### src/rtl/mem_inst_loader.sv
// Program loader: assembles big-endian 32-bit words from a byte stream and writes them to instruction memory.
// Define MEM_INST_LOADER_CHECKSUM_EN to require a trailing XOR checksum byte before DONE.
module mem_inst_loader #(
  parameter logic [31:0] BASE_ADDR = 32'h0000_0000,
  parameter int unsigned MAX_WORDS = 256
) (
  input  logic        i_clk,
  input  logic        i_rst_n,
  input  logic        i_start,
  input  logic        i_in_valid,
  input  logic [7:0]  i_in_data,
  output logic        o_in_ready,
  output logic        o_wr_en,
  output logic [31:0] o_wr_addr,
  output logic [31:0] o_wr_data,
  output logic        o_cpu_hold,
  output logic        o_done,
  output logic        o_err
);

  // state  | meaning
  // IDLE   | after reset, waiting for start
  // LEN_HI | expecting word-count high byte
  // LEN_LO | expecting word-count low byte
  // DATA   | assembling payload words
  // CHK    | expecting XOR trailer byte (checksum build only)
  // DONE   | image loaded, CPU released
  // ERR    | load aborted, CPU held
  typedef enum logic [2:0] {
    S_IDLE   = 3'd0,
    S_LEN_HI = 3'd1,
    S_LEN_LO = 3'd2,
    S_DATA   = 3'd3,
    S_DONE   = 3'd4,
    S_ERR    = 3'd5
`ifdef MEM_INST_LOADER_CHECKSUM_EN
    , S_CHK  = 3'd6
`endif
  } state_t;

`ifdef MEM_INST_LOADER_CHECKSUM_EN
  localparam state_t S_FIN = S_CHK;
`else
  localparam state_t S_FIN = S_DONE;
`endif

  localparam logic [16:0] MAX_W = 17'(MAX_WORDS);

  state_t      r_state;
  state_t      w_state_nxt;
  logic [7:0]  r_len_hi;
  logic [15:0] r_len;
  logic [15:0] r_idx;
  logic [1:0]  r_bcnt;
  logic [23:0] r_word;

  logic        w_acc;
  logic        w_start_ok;
  logic        w_last_byte;
  logic [15:0] w_len;
  logic        w_in_ready_nxt;
  logic        w_wr_en_nxt;
  logic        w_hold_nxt;
  logic        w_done_nxt;
  logic        w_err_nxt;

  assign w_acc       = i_in_valid & o_in_ready;
  assign w_len       = {r_len_hi, i_in_data};
  assign w_last_byte = (r_bcnt == 2'd3) && ((r_idx + 16'd1) == r_len);
  assign w_start_ok  = i_start &&
                       ((r_state == S_IDLE) || (r_state == S_DONE) || (r_state == S_ERR));

`ifdef MEM_INST_LOADER_CHECKSUM_EN
  logic [7:0] r_csum;

  always_ff @(posedge i_clk or negedge i_rst_n) begin
    if (!i_rst_n) begin
      r_csum <= 8'h00;
    end else if (w_start_ok) begin
      r_csum <= 8'h00;
    end else if (w_acc && (r_state != S_CHK)) begin
      r_csum <= r_csum ^ i_in_data;
    end
  end
`endif

  always_ff @(posedge i_clk or negedge i_rst_n) begin
    if (!i_rst_n) r_state <= S_IDLE;
    else          r_state <= w_state_nxt;
  end

  always_comb begin
    w_state_nxt = r_state;
    unique case (r_state)
      S_IDLE, S_DONE, S_ERR: if (i_start) w_state_nxt = S_LEN_HI;
      S_LEN_HI: if (w_acc) w_state_nxt = S_LEN_LO;
      S_LEN_LO: begin
        if (w_acc) begin
          if (w_len == 16'd0)               w_state_nxt = S_FIN;
          else if ({1'b0, w_len} > MAX_W)   w_state_nxt = S_ERR;
          else                              w_state_nxt = S_DATA;
        end
      end
      S_DATA: if (w_acc && w_last_byte) w_state_nxt = S_FIN;
`ifdef MEM_INST_LOADER_CHECKSUM_EN
      S_CHK: begin
        if (w_acc) w_state_nxt = (i_in_data == r_csum) ? S_DONE : S_ERR;
      end
`endif
      default: w_state_nxt = S_IDLE;
    endcase
  end

  // Next values of the registered outputs, derived from the upcoming state.
  always_comb begin
    w_in_ready_nxt = (w_state_nxt == S_LEN_HI) || (w_state_nxt == S_LEN_LO) ||
                     (w_state_nxt == S_DATA)
`ifdef MEM_INST_LOADER_CHECKSUM_EN
                     || (w_state_nxt == S_CHK)
`endif
                     ;
    w_hold_nxt  = (w_state_nxt != S_DONE);
    w_done_nxt  = (w_state_nxt == S_DONE);
    w_err_nxt   = (w_state_nxt == S_ERR);
    w_wr_en_nxt = (r_state == S_DATA) && w_acc && (r_bcnt == 2'd3);
  end

  always_ff @(posedge i_clk or negedge i_rst_n) begin
    if (!i_rst_n) begin
      o_in_ready <= 1'b0;
      o_wr_en    <= 1'b0;
      o_wr_addr  <= BASE_ADDR;
      o_wr_data  <= 32'h0;
      o_cpu_hold <= 1'b1;
      o_done     <= 1'b0;
      o_err      <= 1'b0;
    end else begin
      o_in_ready <= w_in_ready_nxt;
      o_wr_en    <= w_wr_en_nxt;
      o_cpu_hold <= w_hold_nxt;
      o_done     <= w_done_nxt;
      o_err      <= w_err_nxt;
      if (w_wr_en_nxt) begin
        o_wr_data <= {r_word, i_in_data};
        o_wr_addr <= BASE_ADDR + {14'd0, r_idx, 2'b00};
      end
    end
  end

  always_ff @(posedge i_clk or negedge i_rst_n) begin
    if (!i_rst_n) begin
      r_len_hi <= 8'h00;
      r_len    <= 16'h0;
      r_idx    <= 16'h0;
      r_bcnt   <= 2'd0;
      r_word   <= 24'h0;
    end else if (w_start_ok) begin
      r_idx  <= 16'h0;
      r_bcnt <= 2'd0;
    end else if (w_acc) begin
      unique case (r_state)
        S_LEN_HI: r_len_hi <= i_in_data;
        S_LEN_LO: r_len    <= w_len;
        S_DATA: begin
          r_word <= {r_word[15:0], i_in_data};
          r_bcnt <= r_bcnt + 2'd1;
          if (r_bcnt == 2'd3) r_idx <= r_idx + 16'd1;
        end
        default: ;
      endcase
    end
  end

endmodule

### config.mk
export PLATFORM = sky130hd
export DESIGN_NAME = mem_inst_loader
export DESIGN_NICKNAME = d
export VERILOG_FILES = /design/src/rtl/mem_inst_loader.sv
export SDC_FILE = /design/constraint.sdc
export NUM_CORES = 1
export LEC_CHECK = 0
export CORE_UTILIZATION = 54
export CTS_CLUSTER_DIAMETER = 80
export DETAILED_ROUTE_END_ITERATION = 16
export PLACE_DENSITY = 0.87
export SLEW_MARGIN = 5
export SYNTH_ARGS = -nofsm -noshare
export SYNTH_HDL_FRONTEND = slang
export SYNTH_SLANG_ARGS = --single-unit
### constraint.sdc
create_clock -name i_clk -period 2.5 [get_ports i_clk]
set_input_delay 0.25 -clock i_clk [delete_from_list [all_inputs] [get_ports i_clk]]
set_output_delay 0.25 -clock i_clk [all_outputs]
set_load 0.03 [all_outputs]
# Word level (Yosys, flattened, before mapping)
# Index checks and enable logic that the tools add are counted.
# word_totals
word_cells,65
reg_bits,122
# classes
n_eq_ne,13
add_sub_neg,2
reduce_logical,20
n_lt_le_gt_ge,1
bitwise_logic,2
mux,14
# op_table
cell,n
2-to-1 mux 16 bit,4
2-to-1 mux 3 bit,6
adder 16 x 1 -> 16 bit (second input constant),1
== test 16 bit,1
greater-than comparator 16 x 9 -> 1 bit (second input constant),1
logical NOT 16 bit,1
== test 3 x 2 -> 1 bit (second input constant),4
== test 3 bit (second input constant),4
one-hot mux 3 bit (4 select lines),1
AND reduction 3 bit,4
== test 3 x 1 -> 1 bit (second input constant),2
2-to-1 mux 2 bit,3
nonzero test 2 bit,3
logical AND 1 bit,5
logical OR 1 bit,4
logical NOT 3 bit,1
!= test 3 bit (second input constant),1
OR reduction 3 bit,1
adder 2 x 1 -> 2 bit (second input constant),1
== test 2 bit (second input constant),1
AND reduction 2 bit,1
bitwise AND 1 bit,1
NOT 1 bit,1

# Logic depth before layout (Yosys ltp)
# depth
word_depth,9
depth_mapped,9
ltp_nobuf,8

# Worst setup path after synthesis
# OpenSTA, ideal clock, no wires.
# synth_path
kind,register to register
start,register r_idx[0]
end,register o_in_ready
stages_incl_launch_ff,8
n_path_buf,0
period_less_slack_ns,2.289
setup_slack_ns,0.211
arrival_time_ns,2.140
path_cell_list,dfrtp_1 > ha_1 > xor2_1 > a2111o_1 > a221oi_1 > o21ai_0 > a2111oi_4 > a21boi_0
# synth_between
elab_chain_cells,9
# synth_lines
item,line_no,rtl
"start, declared",53,logic [15:0] r_idx;
"start signal, assigned",167,if (r_bcnt == 2'd3) r_idx <= r_idx + 16'd1;
adder 16 x 1 -> 16 bit *,69,assign w_last_byte = (r_bcnt == 2'd3) && ((r_idx + 16'd1) == r_len);
== test 16 bit *,69,
logical AND 1 bit *,69,
logical AND 1 bit *,104,S_DATA: if (w_acc && w_last_byte) w_state_nxt = S_FIN;
2-to-1 mux 3 bit *,104,
one-hot mux 3 bit (4 select lines) *,94,unique case (r_state)
== test 3 x 1 -> 1 bit or == test 3 x 2 -> 1 bit (tied branches),116,w_in_ready_nxt = (w_state_nxt == S_LEN_HI) || (w_state_nxt == S_LEN_LO) ||
logical OR 1 bit,116,
logical OR 1 bit *,116,
net w_in_ready_nxt,61,logic w_in_ready_nxt;
"end signal, assigned",138,o_in_ready <= w_in_ready_nxt;
"end, declared",12,"output logic o_in_ready,"
# Mark *: on every way through the listed nets, which the timed path passes. The rest lies on a longest branch.
# A chain may end at the register's enable or synchronous reset.

# Final worst setup path
# layout_path
start,register r_idx[0]
end,register r_state[1]
# layout_between
elab_chain_cells,6
# layout_lines
item,line_no,rtl
adder 16 x 1 -> 16 bit,69,
== test 16 bit,69,
logical AND 1 bit,69,
logical AND 1 bit,104,
2-to-1 mux 3 bit,104,
one-hot mux 3 bit (4 select lines),94,
net w_state_nxt[1],50,state_t w_state_nxt;
"end signal, assigned",89,else r_state <= w_state_nxt;
"end, declared",49,state_t r_state;
# The timed path passes the listed nets, and every way through them passes these cells.

==> summary.md <==
| Metric | Value |
|---|---|
| Final Net Count | `644` |
| Final-layout fill cell count | `roughly 680` |
| Number of H-tree levels | `4` |
| Worst EP required | `2.89 ns` |
| Outcome | `finished clean` |
| Pwr/cell area | `approximately 1000 nW/µm²` |
| Largest net degree at the start of global routing | `59` |
| P_int | `4.746 mW` |
| CTS clk-pin slew, worst paths | `0.07 ns` |
| Asr flop ratio synth | `100.0%` |
| CP endpoint kind | `register` |
| Maxcap violations | `0` |
| Worst-path fanout max | `6` |
| Global route overflow | `0` |
| Final Skew | `0.008423 ns` |
| Hold Slack | `0.3377 ns` |
| Vias per cell | `5.482` |
| Gr usage total | `26.88%` |
| Most common cell in the synthesized netlist | `nand2_1` |
| Unrepaired setup endpoints after global routing | `false` |
| Final min period | `~2.4 ns` |
| Synth Flop Type | `dfrtp_1` |
| Drt wl/cell | `approximately 17 µm` |
| Synth top cells by count | `168 x nand2_1, 121 x dfrtp_1, 48 x mux2_2, 28 x o21ai_0, 20 x xnor2_1` |
| Min-Delay Path Class | `in -> async` |
| Clock power frac | `about 33%` |
| Setup WS pre-CTS | `0.03331 ns` |
| Setup violators final | `0` |
| Die area | `10710 µm²` |
| Row count | `36` |
| Seq/Total Area, Yosys | `54.93%` |
| Net Switching | `2.350 mW` |
| Share of cells above drive strength 1 | `between 20% and 30%` |
| Critical path type | `reg -> reg` |
| Clk buf depth | `2` |
| Seq pwr share | `41.9%` |
| Peak supply drop | `between 0.0005 and 0.0006 V` |
| Comb power frac | `25.0%` |
| Fin cells | `776` |
| Lkg Pwr | `~3.3 nW` |
| Initial Utilization | `56.37%` |
| Total power draw | `7.096 mW` |
| GP Congestion | `0.9007` |
| Vias in the first global route | `between 4000 and 5000` |
| Reg2Reg Depth | `8` |
| CTS tree | `done` |
| Worst r2r src | `r_idx[0]` |
| Number of I/O port buffers | `64` |
| FF+latch count, synth | `around 120` |
| Slew headroom | `about half` |
| Worst-margin pin slew | `0.7329 ns` |
| Antenna violations before repair | `0` |
| Antenna Violating Nets Remaining | `0` |
| Final Core Density | `71.32%` |
| Clk Tree Root Cell | `clkbuf_8` |
| Vias after detailed routing | `4254` |
| Fin area | `7036 µm²` |
| Mapped cell area | `about 5600 µm²` |
| Drt pass-1 iters | `5` |
| Yosys Warn Count | `0` |
| Syn_area_per_cell | `10.37 µm²` |
| Gate Count Post-Synth | `536` |
| Die Span Y | `103.5 µm` |
| Crit path DAT | `2.81 ns` |
| IO Count | `81` |
| Reg-to-reg endpoint | `r_state[1]` |
| Flop2flop setup slack | `about 0.082 ns` |
| Final WL | `12980 µm` |
| Post-synthesis cell type count | `50` |
| Detailed-route DRC error count | `0` |
| Crit path launch type | `register` |
| Yosys top cell by area | `dfrtp_1` |
| Total core area | `between 9000 and 10000 µm²` |
| CTS buffer count | `17` |
| Post-synth top area share | `54.46%` |
| Setup TNS | `0 ns` |
| Iteration-0 DRC Markers | `between 200 and 250` |
| Ant. Diodes | `0` |
| Placed cell area | `about 6500 µm²` |
| Slew Limit Fails | `0` |
| Die width | `slightly above 100 µm` |
| Net Sw Frac | `33.12%` |
| Area Growth Syn to Fin | `26.53%` |
| Sink Count | `122` |
| First-pass GRT wire length | `approximately 21000 µm` |
| Dpl hpwl | `8740 µm` |
| Clk_lat worst skew | `0.53 ns` |
| Number of flops mapped to enable cells by yosys | `0` |
| Fmax | `413.6 MHz` |
| Fin crit share | `96.71%` |
| Inst Count DP | `743` |
| Final WS setup | `just over 0.08 ns` |
| Fin. Hold Viols | `0` |
| Area contributors post-synth | `dfrtp_1 54%, nand2_1 11%, mux2_2 9.7%, xnor2_1 3.2%, o21ai_0 2.5%` |
## repair_timing
| action | CTS | global route |
|---|---|---|
| endpoints found under the hold margin | 55 | 0 |
| resized for setup | 0 | 2 |
| endpoints found under the setup margin | 0 | 6 |
| hold buffers | 1 | 0 |
| setup buffers | 0 | 0 |
## registers in the layout (all words and copies together) (netlist names), 2 cells and up
| signal | cells |
|---|---|
| o_wr_addr | 16 |
| o_wr_data | 32 |
| r_bcnt | 2 |
| r_idx | 16 |
| r_len | 16 |
| r_len_hi | 8 |
| r_state | 3 |
| r_word | 24 |
## power groups by stage
stage / registers [mW] / clock network, mW / logic (mW)
floorplan: 3.02 / 0 / 1.08
global placement: 2.95 / 0 / 1.69
detailed placement: 2.98 / 0 / 1.76
CTS: 2.96 / 2.36 / 1.79
global route: 3.04 / 2.47 / 1.94
finish: 2.98 / 2.34 / 1.78
## worst max-delay path by stage
stage	from	to	slack (ns)	cells after the start
after detailed placement	i_in_valid	r_state[1]	0.03	8
after CTS	r_idx[4]	o_done	0.05	8
after global placement	i_in_valid	r_state[1]	0.08	8
after floorplan	r_idx[0]	o_in_ready	0.21	7
after global routing	r_idx[0]	o_in_ready	0.006	8
final	r_idx[0]	r_state[1]	0.08	8
## layout make-up
type | instances | area, µm² | area share (%)
tap | 133 | 166.4 | 2.365
inverter | 3 | 11.26 | 0.1601
timing repair buffer | 103 | 958.4 | 13.62
clock buffer | 17 | 414.1 | 5.887
clock inverter | 15 | 155.1 | 2.205
multi-input combinational | 383 | 2275 | 32.33
sequential | 122 | 3055 | 43.43
## cells in the final DEF, fill, tap and decap left out, drive strengths merged, types with 6 or more instances in the layout
cell type / instances
xnor2: 20
and3: 8
clkbuf: 17
nor2: 19
clkdlybuf4s50: 63
conb: 16
nand2: 168
o21ai: 28
nor3: 8
inv: 12
buf: 39
a21oi: 7
xor2: 6
mux2: 48
nand3: 12
o31ai: 6
dfrtp: 121
## critical path: stages (launching register included)
cell and delay, ns:
dfrtp_1 0.42, ha_1 0.35, xor2_1 0.17, a2111o_1 0.36, a221oi_1 0.23, o21ai_1 0.16, a2111oi_4 0.32, buf_4 0.19
a31oi_1 0.08
## cell families (layout without fill, tap and decap cells)
group / Yosys count / in the layout / synth area share (%)
AOI/OAI and AO/OA: 58 / 58 / 6.818
xor gates and xnor gates: 26 / 26 / 4.095
adders and majority gates: 2 / 2 / 0.4500
buffers and inverters: 46 / 138 / 5.333
DFF: 122 / 122 / 54.93
muxes: 50 / 50 / 10.08
other: 1 / 16 / 0.06744
and+or+nand+nor: 231 / 231 / 18.23
## routing by layer
layer | vias up | GRT usage [%] | wire length (µm)
met4 | 0 | 14.19 | 357
met2 | 166 | 42.38 | 6359
met1 | 2088 | 34.89 | 5589
li1 | 1967 | - | -
met3 | 33 | 5.914 | 677
met5 | - | 0 | 0
Note: power is estimated with default switching activity, not from simulation.
